File: config.mk
export PLATFORM = sky130hd
export DESIGN_NAME = sm_add_serial
export DESIGN_NICKNAME = d
export VERILOG_FILES = /design/src/rtl/sm_pkg.sv /design/src/rtl/sm_bit_cell.sv /design/src/rtl/sm_add_serial.sv
export SDC_FILE = /design/constraint.sdc
export NUM_CORES = 1
export LEC_CHECK = 0
export CORE_MARGIN = 1
export CORE_UTILIZATION = 55
export CTS_CLUSTER_DIAMETER = 80
export DETAILED_ROUTE_END_ITERATION = 8
export PLACE_DENSITY = 0.93
export SLEW_MARGIN = 20
export SYNTH_ARGS = -nofsm -noshare
export SYNTH_HDL_FRONTEND = slang
export SYNTH_HIERARCHICAL = 1
export SYNTH_SLANG_ARGS = --single-unit
export TNS_END_PERCENT = 30
File: constraint.sdc
create_clock -name i_clk -period 3.8 [get_ports i_clk]
set_input_delay 0.76 -clock i_clk [delete_from_list [all_inputs] [get_ports i_clk]]
set_output_delay 0.76 -clock i_clk [all_outputs]
set_load 0.03 [all_outputs]
File: src/rtl/sm_pkg.sv
// Shared types and helpers for the bit-serial sign-magnitude adder.
// Holds the FSM state enum, the default operand width, the counter-width
// derivation and sign/magnitude field helpers.
package sm_pkg;

    typedef enum logic [1:0] {
        IDLE = 2'd0,
        RUN  = 2'd1,
        DONE = 2'd2
    } state_t;

    // Default total operand width (sign + magnitude).
    localparam int unsigned SM_N = 8;

    // Bit counter must index magnitude bits 0..N-2.
    function automatic int unsigned sm_cnt_w(input int unsigned n);
        return $clog2(n - 1);
    endfunction

    localparam int unsigned SM_CNT_W = sm_cnt_w(SM_N);

    // Sign bit of an n-bit sign-magnitude value held in the low bits of v.
    function automatic logic sm_sign(input logic [31:0] v, input int unsigned n);
        return 1'(v >> (n - 1));
    endfunction

    // Magnitude field (low n-1 bits) of an n-bit sign-magnitude value.
    function automatic logic [31:0] sm_mag(input logic [31:0] v, input int unsigned n);
        logic [31:0] mask;
        mask = (32'd1 << (n - 1)) - 32'd1;
        return v & mask;
    endfunction

endpackage

File: src/rtl/sm_bit_cell.sv
// One-bit full adder / subtractor used by the serial datapath.
// i_sub=0: o_r = x+y+c, o_c_out = carry.
// i_sub=1: o_r = x-y-c, o_c_out = borrow.
module sm_bit_cell (
    input  logic i_x,
    input  logic i_y,
    input  logic i_c_in,
    input  logic i_sub,
    output logic o_r,
    output logic o_c_out
);

    logic w_xy;

    assign w_xy = i_x ^ i_y;

    // Result bit is identical for add and subtract; only the carry/borrow differs.
    always_comb begin
        o_r = w_xy ^ i_c_in;
        if (i_sub) begin
            o_c_out = (~i_x & i_y) | (~w_xy & i_c_in);
        end else begin
            o_c_out = (i_x & i_y) | (w_xy & i_c_in);
        end
    end

endmodule

File: src/rtl/sm_add_serial.sv
// Bit-serial sign-magnitude adder: one magnitude bit per clock, LSB first.
// Optional subtract mode (A-B) selected by i_op when SM_ADD_SUB_EN is defined.
//
// Handshake: an input transfer happens on a rising edge where o_ready and
// i_valid are both high; an output transfer happens on a rising edge where
// o_valid and i_ready are both high. o_ready is high only in IDLE, o_valid
// only in DONE, and o_out/o_carry stay stable for the whole DONE interval.
module sm_add_serial
    import sm_pkg::*;
#(
    parameter int unsigned N = SM_N
) (
    input  logic         i_clk,
    input  logic         i_rst,
    input  logic [N-1:0] i_a,
    input  logic [N-1:0] i_b,
    input  logic         i_valid,
    output logic         o_ready,
    output logic [N-1:0] o_out,
    output logic         o_carry,
    output logic         o_valid,
    input  logic         i_ready,
`ifdef SM_ADD_SUB_EN
    input  logic         i_op,
`endif
    output logic [1:0]   o_state
);

    localparam int unsigned M  = N - 1;
    localparam int unsigned CW = sm_cnt_w(N);

    state_t         r_state;
    state_t         w_next_state;
    logic           w_accept;
    logic           w_last;

    logic [M-1:0]   r_x;
    logic [M-1:0]   r_y;
    logic [M-1:0]   r_mag;
    logic [CW-1:0]  r_cnt;
    logic           r_c;
    logic           r_eff_sub;
    logic           r_sign;
    logic [N-1:0]   r_out;
    logic           r_carry;

    logic [31:0]    w_a_ext;
    logic [31:0]    w_b_ext;
    logic [M-1:0]   w_a_mag;
    logic [M-1:0]   w_b_mag;
    logic           w_sign_a;
    logic           w_sign_b;
    logic           w_sign_b_eff;
    logic           w_eff_sub;
    logic           w_swap;

    logic           w_r;
    logic           w_c_out;
    logic [M-1:0]   w_mag_next;
    logic           w_carry_final;
    logic           w_sign_final;

    // Operand field decode for the accept cycle.
    assign w_a_ext  = 32'(i_a);
    assign w_b_ext  = 32'(i_b);
    assign w_a_mag  = M'(sm_mag(w_a_ext, N));
    assign w_b_mag  = M'(sm_mag(w_b_ext, N));
    assign w_sign_a = sm_sign(w_a_ext, N);
    assign w_sign_b = sm_sign(w_b_ext, N);

`ifdef SM_ADD_SUB_EN
    assign w_sign_b_eff = w_sign_b ^ i_op;
`else
    assign w_sign_b_eff = w_sign_b;
`endif

    // Differing signs mean a magnitude subtraction; always subtract the smaller.
    assign w_eff_sub = w_sign_a ^ w_sign_b_eff;
    assign w_swap    = w_eff_sub && (w_b_mag > w_a_mag);

    sm_bit_cell u_cell (
        .i_x     (r_x[0]),
        .i_y     (r_y[0]),
        .i_c_in  (r_c),
        .i_sub   (r_eff_sub),
        .o_r     (w_r),
        .o_c_out (w_c_out)
    );

    // Result bits enter at the top so bit 0 lands at the LSB after M shifts.
    assign w_mag_next    = {w_r, r_mag[M-1:1]};
    assign w_carry_final = ~r_eff_sub & w_c_out;
    // Zero magnitude without carry is always reported as +0.
    assign w_sign_final  = r_sign & ((|w_mag_next) | w_carry_final);

    // FSM state register.
    always_ff @(posedge i_clk or posedge i_rst) begin
        if (i_rst) begin
            r_state <= IDLE;
        end else begin
            r_state <= w_next_state;
        end
    end

    // FSM next-state and handshake outputs.
    always_comb begin
        w_next_state = r_state;
        w_accept     = 1'b0;
        w_last       = 1'b0;
        o_ready      = 1'b0;
        o_valid      = 1'b0;
        case (r_state)
            IDLE: begin
                o_ready = 1'b1;
                if (i_valid) begin
                    w_accept     = 1'b1;
                    w_next_state = RUN;
                end
            end
            RUN: begin
                if (r_cnt == CW'(N - 2)) begin
                    w_last       = 1'b1;
                    w_next_state = DONE;
                end
            end
            DONE: begin
                o_valid = 1'b1;
                if (i_ready) begin
                    w_next_state = IDLE;
                end
            end
            default: w_next_state = IDLE;
        endcase
    end

    // Serial datapath: latch operands at accept, then one bit per RUN edge.
    always_ff @(posedge i_clk or posedge i_rst) begin
        if (i_rst) begin
            r_x       <= '0;
            r_y       <= '0;
            r_mag     <= '0;
            r_cnt     <= '0;
            r_c       <= 1'b0;
            r_eff_sub <= 1'b0;
            r_sign    <= 1'b0;
            r_out     <= '0;
            r_carry   <= 1'b0;
        end else if (w_accept) begin
            r_x       <= w_swap ? w_b_mag : w_a_mag;
            r_y       <= w_swap ? w_a_mag : w_b_mag;
            r_mag     <= '0;
            r_cnt     <= '0;
            r_c       <= 1'b0;
            r_eff_sub <= w_eff_sub;
            r_sign    <= w_swap ? w_sign_b_eff : w_sign_a;
        end else if (r_state == RUN) begin
            r_x   <= r_x >> 1;
            r_y   <= r_y >> 1;
            r_c   <= w_c_out;
            r_cnt <= r_cnt + CW'(1);
            r_mag <= w_mag_next;
            if (w_last) begin
                r_out   <= {w_sign_final, w_mag_next};
                r_carry <= w_carry_final;
            end
        end
    end

    assign o_out   = r_out;
    assign o_carry = r_carry;
    assign o_state = r_state;

endmodule

==> results of run 1 <==
final timing paths:
kind,slack (ns),to
setup / recovery,1.09,r_y[2]
hold / removal,0.49,o_carry
setup reg to reg,1.63,o_out[3]
hold reg to reg,0.49,o_carry
max in group asynchronous,2.67,r_x[5]
min in group asynchronous,0.81,r_mag[1]
flip-flops by register name, indices dropped and copies added, names as in the netlist:
register   flops
r_mag          6
r_eff_sub      1
r_y            7
o_state        2
o_out          8
r_cnt          3
r_sign         1
o_carry        1
r_c            1
r_x            7
area by class of cell:
type	count	area, µm²	share of cell area
flip-flops and latches	37	926	0.397
multi-input cells	129	908	0.389
repair buffers	33	328	0.140
well taps	46	57.6	0.0247
clock buffers	6	51.3	0.0220
inverters	13	48.8	0.0209
clock inverters	2	13.8	0.00590
power breakdown:
group	total [mW]	internal [mW]	switching, mW
clock	0.223	0.0902	0.132
combinational	0.752	0.313	0.439
sequential	0.704	0.570	0.133
through the flow:
step / util / setup WS [ns] / hold WS [ns] / total power, mW
floorplan: - / 1.55 / 0.449 / 1.21
global placement: 0.680 / 0.830 / 0.462 / 1.41
detailed placement: 0.680 / 0.755 / 0.470 / 1.46
CTS: 0.699 / 1.09 / 0.497 / 1.68
global route: 0.699 / 1.02 / 0.524 / 1.80
finish: 0.699 / 1.09 / 0.488 / 1.68
Yosys cell counts, types with 2 or more instances:
| cell type | instances |
|---|---|
| sky130_fd_sc_hd__o22ai_1 | 12 |
| sky130_fd_sc_hd__nor2_1 | 5 |
| sky130_fd_sc_hd__nand2_1 | 25 |
| sky130_fd_sc_hd__a21oi_1 | 16 |
| sky130_fd_sc_hd__o21ai_0 | 16 |
| sky130_fd_sc_hd__dfrtp_1 | 37 |
| sky130_fd_sc_hd__mux2i_1 | 15 |
| sky130_fd_sc_hd__nand2b_1 | 3 |
| sky130_fd_sc_hd__mux2_2 | 7 |
| sky130_fd_sc_hd__ha_1 | 9 |
| sky130_fd_sc_hd__fa_1 | 2 |
| sky130_fd_sc_hd__inv_1 | 13 |
| sky130_fd_sc_hd__clkbuf_1 | 6 |
| sky130_fd_sc_hd__nand3_1 | 5 |
kinds of logic after synthesis:
group,after synthesis,synth area share
xor gates and xnor gates,1,0.00454
adders and majority gates,11,0.0791
AOI/OAI and AO/OA,51,0.165
DFF,37,0.480
buffers and inverters,21,0.0499
muxes,22,0.119
and+or+nand+nor,44,0.104
worst min-delay path: cells and delay by family (launching register included):
kind               cells  cell delay, ns
AOI/OAI and AO/OA      1            0.06
DFF                    1            0.36
and+or+nand+nor        1            0.05
layer usage:
layer  routed length, µm  track usage
met4                  49       0.0974
met2                2030        0.387
met1                1650        0.311
met5                   0            0
met3                 162       0.0588
==> results_dict.tcl, run 1 <==
set metrics [dict create \
    setup_tns_ns 0 \
    ant_nets 0 \
    post_synth_instance_area_um2 1930 \
    rsz_0062_raised_after_global_routing "false" \
    critical_path.slowest_cell "sky130_fd_sc_hd__clkdlybuf4s50_1" \
    rows 21 \
    post-route-drc-count 0 \
    synthDominantAreaCellType "sky130_fd_sc_hd__dfrtp_1" \
    die_area_um2 3750 \
    worst-setup-path-type "input pin to flip-flop" \
    io_buffers 32 \
    dpl.hpwl_um 2840 \
    diodes 0 \
    grt_start_max_net_pins 38 \
    final_cells 266 \
    gp_routability_congestion 0.781 \
    cts.clk_slew.worst_paths_ns 0.12 \
    reg_to_reg_critical_path_startpoint "o_state[0]" \
    vdd_drop_max_uv 510 \
    timing.critical_path.buf_inv 2 \
    via_count 1492 \
    yosysSeqAreaShare 0.480 \
    die_h_um 61.2 \
    wl_per_cell_um 14.6 \
    first_iter_violations 77 \
    first_global_vias 1438 \
    hold_path_startpoint "o_carry" \
    final_area_um2 2330 \
    drt_pass1_iterations 6 \
    wirelength_um 3890 \
    grt_pass1_wl_um 6390 \
    setup.worst_path.start_class "input pin" \
    worst-endpoint-arrival_ns 2.91 \
    number_of_setup_buffers_added_after_cts 0 \
    yosys.area.top_type_share 0.480 \
    async_reset_ff_frac 1.00 \
    post-route-min-period_ns 2.71 \
    critPathRequiredTime_ns 4.00 \
    total_leakage_power_nw 1.09 \
    post_cts_resize_count 0 \
    reg2regPathDepth 3 \
    cp-end-kind "flip-flop" \
    final-max-slew-violation-count 0 \
    detailed_place.area_um2 2270 \
    cpPeakStageDelay_ns 0.52 \
    final_period_utilization 0.714 \
    synth_nets 218 \
    critical_path_cell_count 8 \
    startpoint "i_a[5]" \
    start_util 0.579 \
    max_cap_viol_count 0 \
    yosys_register_bits 37 \
    skew_ns 0.0160 \
    post_route_cells_drive_above_1_share 0.0955 \
    clockRootBuffer "sky130_fd_sc_hd__clkbuf_4" \
    placed_cells 258 \
    nets 250 \
    cp_cell_sequence "clkdlybuf4s50_1, inv_1, ha_1, and4_4, a21boi_4, o21ai_4, mux2i_1, a21oi_1" \
    global_route_total_overflow 0 \
    numCtsBuffers 5 \
    cts-root-to-sink-buffers 2 \
    crit_fanout 15 \
    cts.sinks 37 \
    finalHoldViolCount 0 \
    min-delay-path-class "flip-flop to flip-flop" \
    synth_warnings 6 \
    clock_insertion_delay_worst_skew_ns 0.34 \
    synth_top_cells_by_area "sky130_fd_sc_hd__dfrtp_1 (48%), sky130_fd_sc_hd__mux2i_1 (7.8%), sky130_fd_sc_hd__ha_1 (5.8%)" \
    worst-slew-pin-transition_ns 0.930 \
    synthesis.area_per_instance_um2 10.3 \
    number_of_antenna_violations_at_the_first_check_in_global_routing 0 \
    synth_top_flop_cell "sky130_fd_sc_hd__dfrtp_1" \
    relSlewSlack 0.378 \
    power_per_cell_area_nw_per_um2 719 \
    cts_tree "built" \
    dieWidth_um 61.2 \
    viasPerCell 5.61 \
    final.fill_count 258 \
    commonest_cells_after_routing_fill_and_taps_aside "sky130_fd_sc_hd__dfrtp_1 (37), sky130_fd_sc_hd__clkdlybuf4s50_1 (32), sky130_fd_sc_hd__nand2_1 (25), sky130_fd_sc_hd__a21oi_1 (16), sky130_fd_sc_hd__o21ai_0 (16)" \
    top_level_ports 33 \
    final_common_cell "sky130_fd_sc_hd__dfrtp_1" \
    max_freq_mhz 368 \
    flow.area_growth_from_synthesis_pct 20.9 \
    cts-htree-levels 2 \
    finalSetupViolations 0 \
    grt.total_usage 0.239 \
    outcome "finished, final reports clean" \
    critical-path-top-delay-family "compound AO/OA/AOI/OAI gates" \
    ctsHoldBuffers 0 \
    edff_count_synth 0 \
    postSynthCellCount 187 \
    fp.coreArea_um2 3340 \
    number_of_different_library_cells_in_the_post_synthesis_netlist 30 \
    timing.hold.worst_path_depth 2 \
]
(Power assumes the default switching activity.)
==> run 2, diff against run 1 <==
--- a/config.mk
+++ b/config.mk
@@ -6,10 +6,10 @@
 export NUM_CORES = 1
 export LEC_CHECK = 0
 export CORE_MARGIN = 1
-export CORE_UTILIZATION = 55
+export CORE_UTILIZATION = 52
 export CTS_CLUSTER_DIAMETER = 80
 export DETAILED_ROUTE_END_ITERATION = 8
-export PLACE_DENSITY = 0.93
+export PLACE_DENSITY = 0.9
 export SLEW_MARGIN = 20
 export SYNTH_ARGS = -nofsm -noshare
 export SYNTH_HDL_FRONTEND = slang
==> constraint.sdc (replaced) <==
create_clock -name i_clk -period 2.7 [get_ports i_clk]
set_input_delay 0.54 -clock i_clk [delete_from_list [all_inputs] [get_ports i_clk]]
set_output_delay 0.54 -clock i_clk [all_outputs]
set_load 0.03 [all_outputs]
==> run 2 against run 1 <==
Highest routed layer unchanged; non-clock buffer count is 4 higher; sequential share of layout area down 1.5 points; final cell count increased by 1.5%.
==> results_dict.tcl, run 2 (synthesis results as in run 1) <==
set metrics [dict create \
    numCtsBuffers 5 \
    number_of_setup_buffers_added_after_cts 0 \
    dpl.hpwl_um 2840 \
    outcome "finished, final reports clean" \
    clock_insertion_delay_worst_skew_ns 0.28 \
    via_count 1509 \
    diodes 0 \
    wirelength_um 3990 \
    cts-root-to-sink-buffers 2 \
    setup.worst_path.start_class "input pin" \
    number_of_antenna_violations_at_the_first_check_in_global_routing 0 \
    commonest_cells_after_routing_fill_and_taps_aside "sky130_fd_sc_hd__dfrtp_1 (37), sky130_fd_sc_hd__clkdlybuf4s50_1 (32), sky130_fd_sc_hd__nand2_1 (25), sky130_fd_sc_hd__a21oi_1 (16), sky130_fd_sc_hd__o21ai_0 (16)" \
    wl_per_cell_um 14.8 \
    clockRootBuffer "sky130_fd_sc_hd__clkbuf_8" \
    switching_power_of_the_nets_mw 1.01 \
    clockPowerShare 0.188 \
    io_buffers 32 \
    gp_routability_congestion 0.754 \
    total_power_draw_mw 2.58 \
    first_iter_violations 74 \
    cts_tree "built" \
    post_route_cells_drive_above_1_share 0.107 \
    pwr-share-comb 0.429 \
    finalSetupViolations 0 \
    finalHoldViolCount 0 \
    ant_nets 0 \
    start_util 0.561 \
    die_h_um 62.9 \
    cts-htree-levels 2 \
    post-route-drc-count 0 \
    ctsHoldBuffers 0 \
    cts.clk_slew.worst_paths_ns 0.07 \
    rows 21 \
    cts.sinks 37 \
    final_period_utilization 0.855 \
    post-route-min-period_ns 2.31 \
    relSlewSlack 0.425 \
    largest_register_ffs 8 \
    worst-slew-pin-transition_ns 0.862 \
    die_area_um2 3960 \
    dieWidth_um 62.9 \
    p_int_mw 1.57 \
    first_global_vias 1482 \
    final-max-slew-violation-count 0 \
    min-delay-path-class "flip-flop to flip-flop" \
    skew_ns 0.00867 \
    grt_start_max_net_pins 38 \
    grt_pass1_wl_um 6760 \
    top_level_ports 33 \
    flow.area_growth_from_synthesis_pct 25.7 \
    crit_fanout 15 \
    drt_pass1_iterations 4 \
    rsz_0062_raised_after_global_routing "false" \
    fp.coreArea_um2 3440 \
    power_share_of_the_sequential_group 0.384 \
    final_common_cell "sky130_fd_sc_hd__dfrtp_1" \
    switching_fraction_of_total_power 0.390 \
    critPathRequiredTime_ns 2.86 \
    worst-setup-path-type "input pin to flip-flop" \
    post_cts_resize_count 0 \
    viasPerCell 5.59 \
    global_route_total_overflow 0 \
    max_freq_mhz 433 \
    vdd_drop_max_uv 937 \
    cp-end-kind "flip-flop" \
    setup_tns_ns 0 \
    grt.total_usage 0.223 \
    max_cap_viol_count 0 \
    total_leakage_power_nw 1.14 \
    power_per_cell_area_nw_per_um2 1060 \
    worst-endpoint-arrival_ns 2.47 \
    nets 254 \
]
run 2: power by group through the flow:
stage | sequential, mW | combinational, mW | clock (mW)
6_report | 0.991 | 1.11 | 0.484
3_3_place_gp | 0.981 | 1.04 | 0
4_1_cts | 0.990 | 1.10 | 0.489
3_5_place_dp | 0.997 | 1.08 | 0
5_1_grt | 1.02 | 1.21 | 0.520
2_1_floorplan | 1.08 | 0.621 | 0
run 2: critical path, cell delays in order:
cell	delay, ns
sky130_fd_sc_hd__clkdlybuf4s50_1	0.50
sky130_fd_sc_hd__inv_1	0.07
sky130_fd_sc_hd__ha_1	0.33
sky130_fd_sc_hd__and4_4	0.21
sky130_fd_sc_hd__a21boi_4	0.15
sky130_fd_sc_hd__o21ai_4	0.16
sky130_fd_sc_hd__buf_12	0.17
sky130_fd_sc_hd__mux2i_1	0.24
sky130_fd_sc_hd__a21oi_1	0.10
run 2: area by class of cell:
cell class              instances  area [µm²]
multi-input cells             129         908
clock buffers                   7        86.3
fillers                       260        1010
repair buffers                 37         370
well taps                      46        57.6
clock inverters                 1        30.0
inverters                      13        48.8
flip-flops and latches         37         926
run 2: per-stage QoR:
step / setup slack (ns) / instances / hold WS [ns] / cell area (µm²) / utilization
after floorplan: 0.671 / 187 / 0.449 / 1930 / -
after global placement: 0.172 / 262 / 0.462 / 2310 / 0.671
after detailed placement: 0.118 / 262 / 0.472 / 2310 / 0.671
after CTS: 0.393 / 270 / 0.487 / 2430 / 0.705
after global routing: 0.319 / 270 / 0.501 / 2430 / 0.705
final: 0.393 / 270 / 0.482 / 2430 / 0.705
run 2: metal layers:
metal	vias up	global-route usage	wire length [µm]
met5	-	0	0
li1	730	-	-
met1	735	0.272	1770
met4	0	0.0959	87
met3	10	0.0639	139
met2	34	0.367	1990
run 2: path summary, 6_finish.rpt:
check | start | to | slack, ns | depth (start not counted)
max in group asynchronous | i_rst | r_sign | 1.73 | 3
setup reg to reg | r_y[0] | o_out[7] | 0.74 | 6
setup / recovery | i_a[6] | r_x[3] | 0.39 | 9
hold / removal | o_carry | o_carry | 0.48 | 2
hold reg to reg | o_carry | o_carry | 0.48 | 2
min in group asynchronous | i_rst | r_mag[1] | 0.66 | 3
